### config.mk
export PLATFORM = sky130hd
export DESIGN_NAME = rec_play_ctrl
export DESIGN_NICKNAME = d
export VERILOG_FILES = /design/src/rtl/rec_pkg.sv /design/src/rtl/speed_decode.sv /design/src/rtl/rec_play_ctrl.sv
export SDC_FILE = /design/constraint.sdc
export NUM_CORES = 1
export LEC_CHECK = 0
export CORE_ASPECT_RATIO = 0.75
export CORE_MARGIN = 1
export CORE_UTILIZATION = 40
export CTS_CLUSTER_DIAMETER = 80
export DETAILED_ROUTE_END_ITERATION = 10
export PLACE_DENSITY = 0.67
export SKIP_LAST_GASP = 1
export SYNTH_ARGS = -nofsm -noshare
export SYNTH_HDL_FRONTEND = slang
export SYNTH_HIERARCHICAL = 1
export SYNTH_SLANG_ARGS = --single-unit
### constraint.sdc
create_clock -name i_clk -period 6.3 [get_ports i_clk]
set_input_delay 1.575 -clock i_clk [delete_from_list [all_inputs] [get_ports i_clk]]
set_output_delay 1.575 -clock i_clk [all_outputs]
set_load 0.01 [all_outputs]
### src/rtl/rec_pkg.sv
// Shared types and constants for the audio recorder sequencer and its display block.
package rec_pkg;

    typedef enum logic [2:0] {
        IDLE  = 3'd0,
        HOLD  = 3'd1,
        REC   = 3'd2,
        PLAY  = 3'd3,
        PAUSE = 3'd4
    } state_t;

    localparam int         ADDR_W_DEFAULT = 20;
    localparam logic [3:0] SPEED_MIN      = 4'd1;
    localparam logic [3:0] SPEED_MAX      = 4'd8;

endpackage

### src/rtl/speed_decode.sv
// Priority encoder from the speed-select switches to a playback speed factor.
module speed_decode
    import rec_pkg::*;
(
    input  logic [6:0] i_sel,
    output logic [3:0] o_speed
);

    // Bit k of i_sel is switch k+2; the highest set switch wins.
    always_comb begin
        // NOTE: default first so every path assigns o_speed and no latch is inferred.
        o_speed = SPEED_MIN;
        for (int k = 0; k < 7; k++) begin
            if (i_sel[k]) o_speed = 4'(k + 2);
        end
    end

endmodule

### src/rtl/rec_play_ctrl.sv
// Record/play/pause sequencer: owns the SRAM address counter, the write strobe
// and the variable-speed playback stepping.
module rec_play_ctrl
    import rec_pkg::*;
#(
    parameter int                ADDR_W   = ADDR_W_DEFAULT,
    parameter logic [ADDR_W-1:0] MAX_ADDR = '1
) (
    input  logic              i_clk,
    input  logic              i_rst,
    input  logic              i_key_rec,
    input  logic              i_key_play,
    input  logic              i_key_stop,
    input  logic [17:0]       i_sw,
    input  logic              i_adc_valid,
    input  logic              i_dac_req,
    output logic [2:0]        o_state,
    output logic [ADDR_W-1:0] o_sram_addr,
    output logic              o_sram_we,
    output logic [ADDR_W-1:0] o_end_addr,
    output logic [3:0]        o_speed,
    output logic              o_fast
);

    state_t            state_q, state_d;
    logic [ADDR_W-1:0] addr_q, addr_d;
    logic [ADDR_W-1:0] end_q, end_d;
    logic              full_q, full_d;
    logic [2:0]        sub_q, sub_d;
    logic [3:0]        speed_q, speed_dec;
    logic              fast_q;

    logic              key_stop, key_rec, key_play;
    logic [ADDR_W:0]   len, wr_count, step_next;
    logic              sub_wrap, step_done;
    logic [2:0]        step_sub;
    logic              unused_sw;

    speed_decode u_speed_decode (
        .i_sel   (i_sw[8:2]),
        .o_speed (speed_dec)
    );

    assign unused_sw = ^{i_sw[16:9], i_sw[1:0]};

    assign key_stop = i_key_stop;
    assign key_rec  = i_key_rec & ~i_key_stop;
    assign key_play = i_key_play & ~i_key_rec & ~i_key_stop;

    // Stored length carries the full flag as its top bit, so a full memory never reads as empty.
    assign len      = {full_q, end_q};
    assign wr_count = {1'b0, addr_q} + {{ADDR_W{1'b0}}, i_adc_valid};

    assign sub_wrap = ({1'b0, sub_q} >= (speed_q - 4'd1));
    always_comb begin
        step_next = {1'b0, addr_q} + {{ADDR_W{1'b0}}, sub_wrap};
        step_sub  = sub_wrap ? 3'd0 : sub_q + 3'd1;
        if (fast_q) begin
            step_next = {1'b0, addr_q} + {{(ADDR_W-3){1'b0}}, speed_q};
            step_sub  = 3'd0;
        end
    end
    assign step_done = (step_next >= len);

    always_comb begin
        state_d = state_q;
        addr_d  = addr_q;
        end_d   = end_q;
        full_d  = full_q;
        sub_d   = sub_q;

        unique case (state_q)
            IDLE: ;
            REC: begin
                if (i_adc_valid) addr_d = addr_q + 1'b1;
                if (key_stop || (i_adc_valid && addr_q == MAX_ADDR)) begin
                    state_d = HOLD;
                    addr_d  = '0;
                    end_d   = wr_count[ADDR_W-1:0];
                    full_d  = wr_count[ADDR_W];
                end
            end
            HOLD: begin
                if (key_play && len != '0) begin
                    state_d = PLAY;
                    addr_d  = '0;
                    sub_d   = 3'd0;
                end
            end
            PLAY: begin
                if (i_dac_req) begin
                    if (step_done) begin
                        state_d = HOLD;
                        addr_d  = '0;
                        sub_d   = 3'd0;
                    end else begin
                        addr_d  = step_next[ADDR_W-1:0];
                        sub_d   = step_sub;
                    end
                end
                if (key_play) state_d = PAUSE;
            end
            PAUSE: begin
                if (key_play) state_d = PLAY;
            end
            default: state_d = IDLE;
        endcase

        // Stop and rec leave the playback states the same way.
        if ((state_q == PLAY || state_q == PAUSE) && key_stop) begin
            state_d = HOLD;
            addr_d  = '0;
            sub_d   = 3'd0;
        end
        if (state_q != REC && key_rec) begin
            state_d = REC;
            addr_d  = '0;
            end_d   = '0;
            full_d  = 1'b0;
            sub_d   = 3'd0;
        end
    end

    // NOTE: sequential state uses non-blocking assignments so every register samples pre-edge values.
    always_ff @(posedge i_clk) begin
        if (i_rst) begin
            state_q <= IDLE;
            addr_q  <= '0;
            end_q   <= '0;
            full_q  <= 1'b0;
            sub_q   <= 3'd0;
            speed_q <= SPEED_MIN;
            fast_q  <= 1'b0;
        end else begin
            state_q <= state_d;
            addr_q  <= addr_d;
            end_q   <= end_d;
            full_q  <= full_d;
            sub_q   <= sub_d;
            speed_q <= speed_dec;
            fast_q  <= i_sw[17];
        end
    end

    assign o_state     = state_q;
    assign o_sram_addr = addr_q;
    assign o_sram_we   = (state_q == REC) && i_adc_valid;
    assign o_end_addr  = end_q;
    assign o_speed     = speed_q;
    assign o_fast      = fast_q;

endmodule

# Yosys cells after proc, flatten, opt, wreduce, memory -nomap -nowiden
# Index checks and enable logic that the tools add are counted.
# W data, S select, Z words.
# word_totals
regBits,52
out_inout_bits,49
elab_cells,98
# classes
addsub,6
n_lt_le_gt_ge,2
n_eq_ne,25
n_mux,29
n_bitwise,6
reduce_logical,20
# op_table
cell,count
$mux W20,5
$pmux W20 S3,1
$mux W3,15
$add A20 B1 Y21,2
$add A20 B4 Y21,1
$ge A21 B21 Y1,1
$mux W21,1
$reduce_bool A21 Y1,1
$add A20 B1 Y20 const B,1
$eq A20 B20 Y1 const B,1
$ne A3 B3 Y1 const B,6
$reduce_and A6 Y1,3
$pmux W3 S5,1
$ne A2 B2 Y1 const B,5
$ne A5 B3 Y1 const B,2
$mux W2,4
$ne A4 B3 Y1 const B,2
$ne A4 B4 Y1 const B,2
$eq A3 B2 Y1 const B,2
$ne A3 B2 Y1 const B,2
$pmux W3 S2,1
$logic_and A1 B1 Y1,5
$ge A3 B4 Y1,1
$mux W4,1
16 further kinds,22

# Depth between registers and ports, before layout
# logic_depth
ltp_word,11
ltp_mapped,24

# Cells and area by module
# Netlist, hierarchy kept.
# by_module_without_submodules
module,instances,cells_each,area_each_um2
rec_play_ctrl,1,537,4169.0
speed_decode,1,11,60.1

# Worst setup path before layout
# Ideal clock, no wire load.
# synth_timing
path_type,flip-flop to flip-flop
from,"register speed_q[0], in the netlist o_speed[0]"
to,"register addr_q[6], in the netlist o_sram_addr[6]"
setup_ps,74
arrival_time_ps,4577
path_slack_ps,1649
path_stages_with_launch,25
path_cell_list,dfxtp_1 -> inv_1 -> ha_1 -> ha_1 -> a21oi_1 -> nor2b_1 -> o21a_1 -> mux2_2 -> ha_1 -> inv_1 -> fa_1 -> nor2b_1 -> o21ai_0 -> a211oi_2 -> nand3_1 -> xnor2_1 -> ha_1 -> a211oi_1 -> nor2_1 -> nor4_2 -> o211ai_2 -> buf_6 -> o311ai_0 -> nand2_1 -> a31oi_1
# synth_via
elab_chain_cells,8
# synth_rtl
element,line,text
"start, declared",rec_play_ctrl.sv:30,"logic [3:0] speed_q, speed_dec;"
"start signal, assigned",rec_play_ctrl.sv:140,speed_q <= speed_dec;
$sub A4 B1 Y4,rec_play_ctrl.sv:54,"assign sub_wrap = ({1'b0, sub_q} >= (speed_q - 4'd1));"
$ge A3 B4 Y1,rec_play_ctrl.sv:54,
$add A20 B1 Y21,rec_play_ctrl.sv:56,"step_next = {1'b0, addr_q} + {{ADDR_W{1'b0}}, sub_wrap};"
$mux W21 (*),rec_play_ctrl.sv:58,if (fast_q) begin
$ge A21 B21 Y1,rec_play_ctrl.sv:63,assign step_done = (step_next >= len);
$mux W20 (*),rec_play_ctrl.sv:92,if (step_done) begin
$mux W20 (*),rec_play_ctrl.sv:91,if (i_dac_req) begin
$pmux W20 S3 (*),rec_play_ctrl.sv:72,unique case (state_q)
"end signal, assigned",rec_play_ctrl.sv:136,addr_q <= addr_d;
"end, declared",rec_play_ctrl.sv:26,"logic [ADDR_W-1:0] addr_q, addr_d;"
# Mark *: on every way between the ends. The rest lies on a longest branch, timed or not. The select of a mux whose other input is x is not followed.
# A chain may end at the register's enable or synchronous reset.

# Worst setup path in the final report
# layout_timing
from,"register speed_q[0], in the netlist o_speed[0]"
to,"register addr_q[19], in the netlist o_sram_addr[19]"
# Same word-level chain as after synthesis.

==> flow_summary.yaml <==
status:
  outcome: "complete, no violations"
clock_network:
  h-tree-depth: 2
  cts_max_path_buffers: 2
  cts_tree: "yes"
  clkTransAtPathRegs_ps: 70
  clk_latency_ps: 300
  post_cts_buffers: 0
  cts_buffers: 5
  clock-sinks: 52
  hold_buffers: 0
  root_buffer: "clkbuf_16"
grt:
  grt_pass1_wl_mm: 20.59
  grt_pass1_vias: 4064
  grt_antenna_before_repair: 0
  met3_usage: 0.04523
  overflow: 0
  grt_use_met2: 0.3611
  use_met1: 0.3407
  grt.busiest_layer: "met2"
  grt_usage: 0.2370
  grt_max_degree: 40
cells_and_area:
  syn_to_final_growth_pct: 19.02
  nFillCells: 1010
  diodes: 0
  final_common_cell: "nor2_1"
  postLayoutCoreUtil: 0.4892
  regArea_um2: 1041
  final_cell_mix: "nor2_1 (67), clkdlybuf4s50_1 (63), dfxtp_1 (52)"
  final_nets: 647
  layout-drive-gt1-share: 0.05963
  multi_input_area_um2: 2859
floorplanning:
  core_area_um2: 10290
  num_io_pins: 74
  chipWidth_um: 120.7
  start_util: 0.4110
  dieArea_um2: 10990
  die_h_um: 91.05
  rows: 32
critical_path:
  r2r-end: "o_sram_addr[19]"
  arrival_ps: 6150
  r2r_cells: 23
  critPathLaunchType: "flop"
  critPathLaunch: "o_speed[0]"
  crit_end: "o_sram_addr[19]"
  path_class: "reg2reg"
  r2r_setup_slack_ps: 370
  required_ps: 6520
  reg2reg_from: "o_speed[0]"
  crit_path_end_kind: "flop"
  crit_fanout: 13
route:
  first_pass_iters: 5
  wire_per_inst_um: 17.60
  routed_wirelength_mm: 12.72
  drt_iter0_drc: 464
  drc: 0
  routed_via_density: 5.914
  routed-via-count: 4276
  ant_nets: 0
placement:
  portBuffers: 63
  dp_hpwl_mm: 9.421
  gp_congestion: 0.9864
pwr:
  power.share.clock: 0.272
  internal-power_mw: 0.6819
  power.density_nw_per_um2: 215.7
  switchingPower_mw: 0.4039
  seq_power_share: 0.365
  p_leak_nw: 1.839
  ir_drop_mv: 0.1417
  switching_share: 0.3720
  pwr-share-comb: 0.363
sta:
  finalCriticalPeriod_ps: 5929
  tns_ps: 0
  drv_slew: 0
  fmax_mhz: 168.7
  fin_worst_skew_ps: 8.094
  hold_viol: 0
  setup-violations-final: 0
  worst_pin_slew_ps: 1440
  relSlewSlack: 0.03538
  fin_crit_sh: 0.9411
  rsz0062_at_grt: "no"
logic_synthesis:
  synth_seq_cells: 52
  avgSynthCellArea_um2: 7.717
  ys_seq_area_frac: 0.2462
  ys_warn_count: 6
  synth_area_um2: 4229
  synthesis.nets: 608
  synth_cell_types: 75
  synth_top_cell_by_area: "dfxtp_1"
  synth_top_area_share: 0.2462
  synthCells: 548
  synth_flop_cell: "dfxtp_1"
  synth_edf_count: 0
  synthArstFlopShare: 0
  synth_area_leaders: "dfxtp_1 (25%), ha_1 (10%), nor2_1 (6.0%)"
min_path:
  hold_path_class: "reg2reg"
job:
  cap_violations: 0
-- routing by layer --
| metal | wire [um] | share of wire | vias up |
|---|---|---|---|
| met5 | 0 | 0 | - |
| met4 | 200 | 0.016 | 0 |
| met3 | 1010 | 0.079 | 22 |
| met2 | 5415 | 0.43 | 204 |
| met1 | 6095 | 0.48 | 2005 |
| li1 | - | - | 2045 |
-- cells in the mapped netlist, types with 3 or more instances --
cell type / n
a22oi_1: 3
nor2_1: 68
a31oi_1: 12
or3_1: 4
nor2b_1: 9
xor2_1: 15
buf_4: 5
o21ai_1: 3
a211oi_1: 25
inv_1: 35
o31ai_1: 3
nand2_1: 45
nand2b_1: 9
dfxtp_1: 52
o311ai_0: 4
buf_2: 19
o21ai_0: 25
nor4_1: 6
mux2i_1: 4
nand3_1: 21
nor3_1: 18
ha_1: 34
clkbuf_1: 10
nand4_1: 6
a21oi_1: 23
and2_1: 5
xnor2_1: 27
-- stage by stage --
stage	hold slack, ps	cells	worst slack, ps	cell area (um^2)	total power [mW]
floorplan	449.7	548	1649	4229	0.6445
global placement	465.3	716	666.2	4881	0.7806
detailed placement	483.9	716	517.9	4881	0.7910
CTS	493.3	723	475.8	5034	1.084
global route	543.9	723	60.32	5034	1.146
finish	495.2	723	371.2	5034	1.086
-- how the worst min path moves through the flow --
stage,start,endpoint,slack (ps),cells past startpoint
6_report,full_q,full_q,500,2
5_1_grt,full_q,full_q,540,2
4_1_cts,full_q,full_q,490,2
3_5_place_dp,full_q,full_q,480,2
3_3_place_gp,full_q,full_q,470,2
2_1_floorplan,full_q,full_q,450,2
-- what timing repair did --
item,4_1_cts,5_1_grt
gates resized for setup,0,1
setup endpoints to repair,0,2
endpoints found under the hold margin,0,0
-- sequential cells by signal, summed over array words and instances (netlist names) --
signal       cells
o_end_addr      20
sub_q            3
o_sram_addr     20
o_speed          4
o_fast           1
o_state          3
full_q           1
-- final cells by class --
class / count / area share
clock buffers: 7 / 0.03033
inverters: 36 / 0.02685
multi-input cells: 423 / 0.5680
flip-flops and latches: 52 / 0.2068
well taps: 136 / 0.03381
repair buffers: 69 / 0.1342
-- cells by family after synthesis --
kind of cell             share of synthesized area
AO/OA/AOI/OAI                               0.2240
XOR/XNOR                                   0.08698
adder cells (fa/ha/maj)                     0.1053
buffers and inverters                      0.07840
flip-flops                                  0.2462
multiplexers                               0.01213
AND/OR/NAND/NOR                             0.2470
-- power groups by stage --
stage	clock network (mW)	registers, mW	logic, mW
final	0.295	0.397	0.394
after global routing	0.311	0.401	0.434
after CTS	0.299	0.396	0.388
after detailed placement	0	0.403	0.388
after global placement	0	0.403	0.378
after floorplan	0	0.399	0.245
-- worst max-delay path, cell delays in order, from the launching register on --
cell      delay [ps]
dfxtp_1          370
inv_1             80
ha_1             290
ha_1             280
a21oi_1           60
nor2b_1          110
o21a_1           140
mux2_2           170
ha_1             170
inv_1             60
fa_1             400
nor2b_1          130
o21ai_0          180
a211oi_2         530
nand3_1          160
xnor2_1          230
ha_1             280
nand4_1          260
nor2_1           130
a22oi_1          330
o211ai_2         390
o32ai_1          750
a31oi_1          170
a31oi_1          170
(Power assumes the default switching activity.)
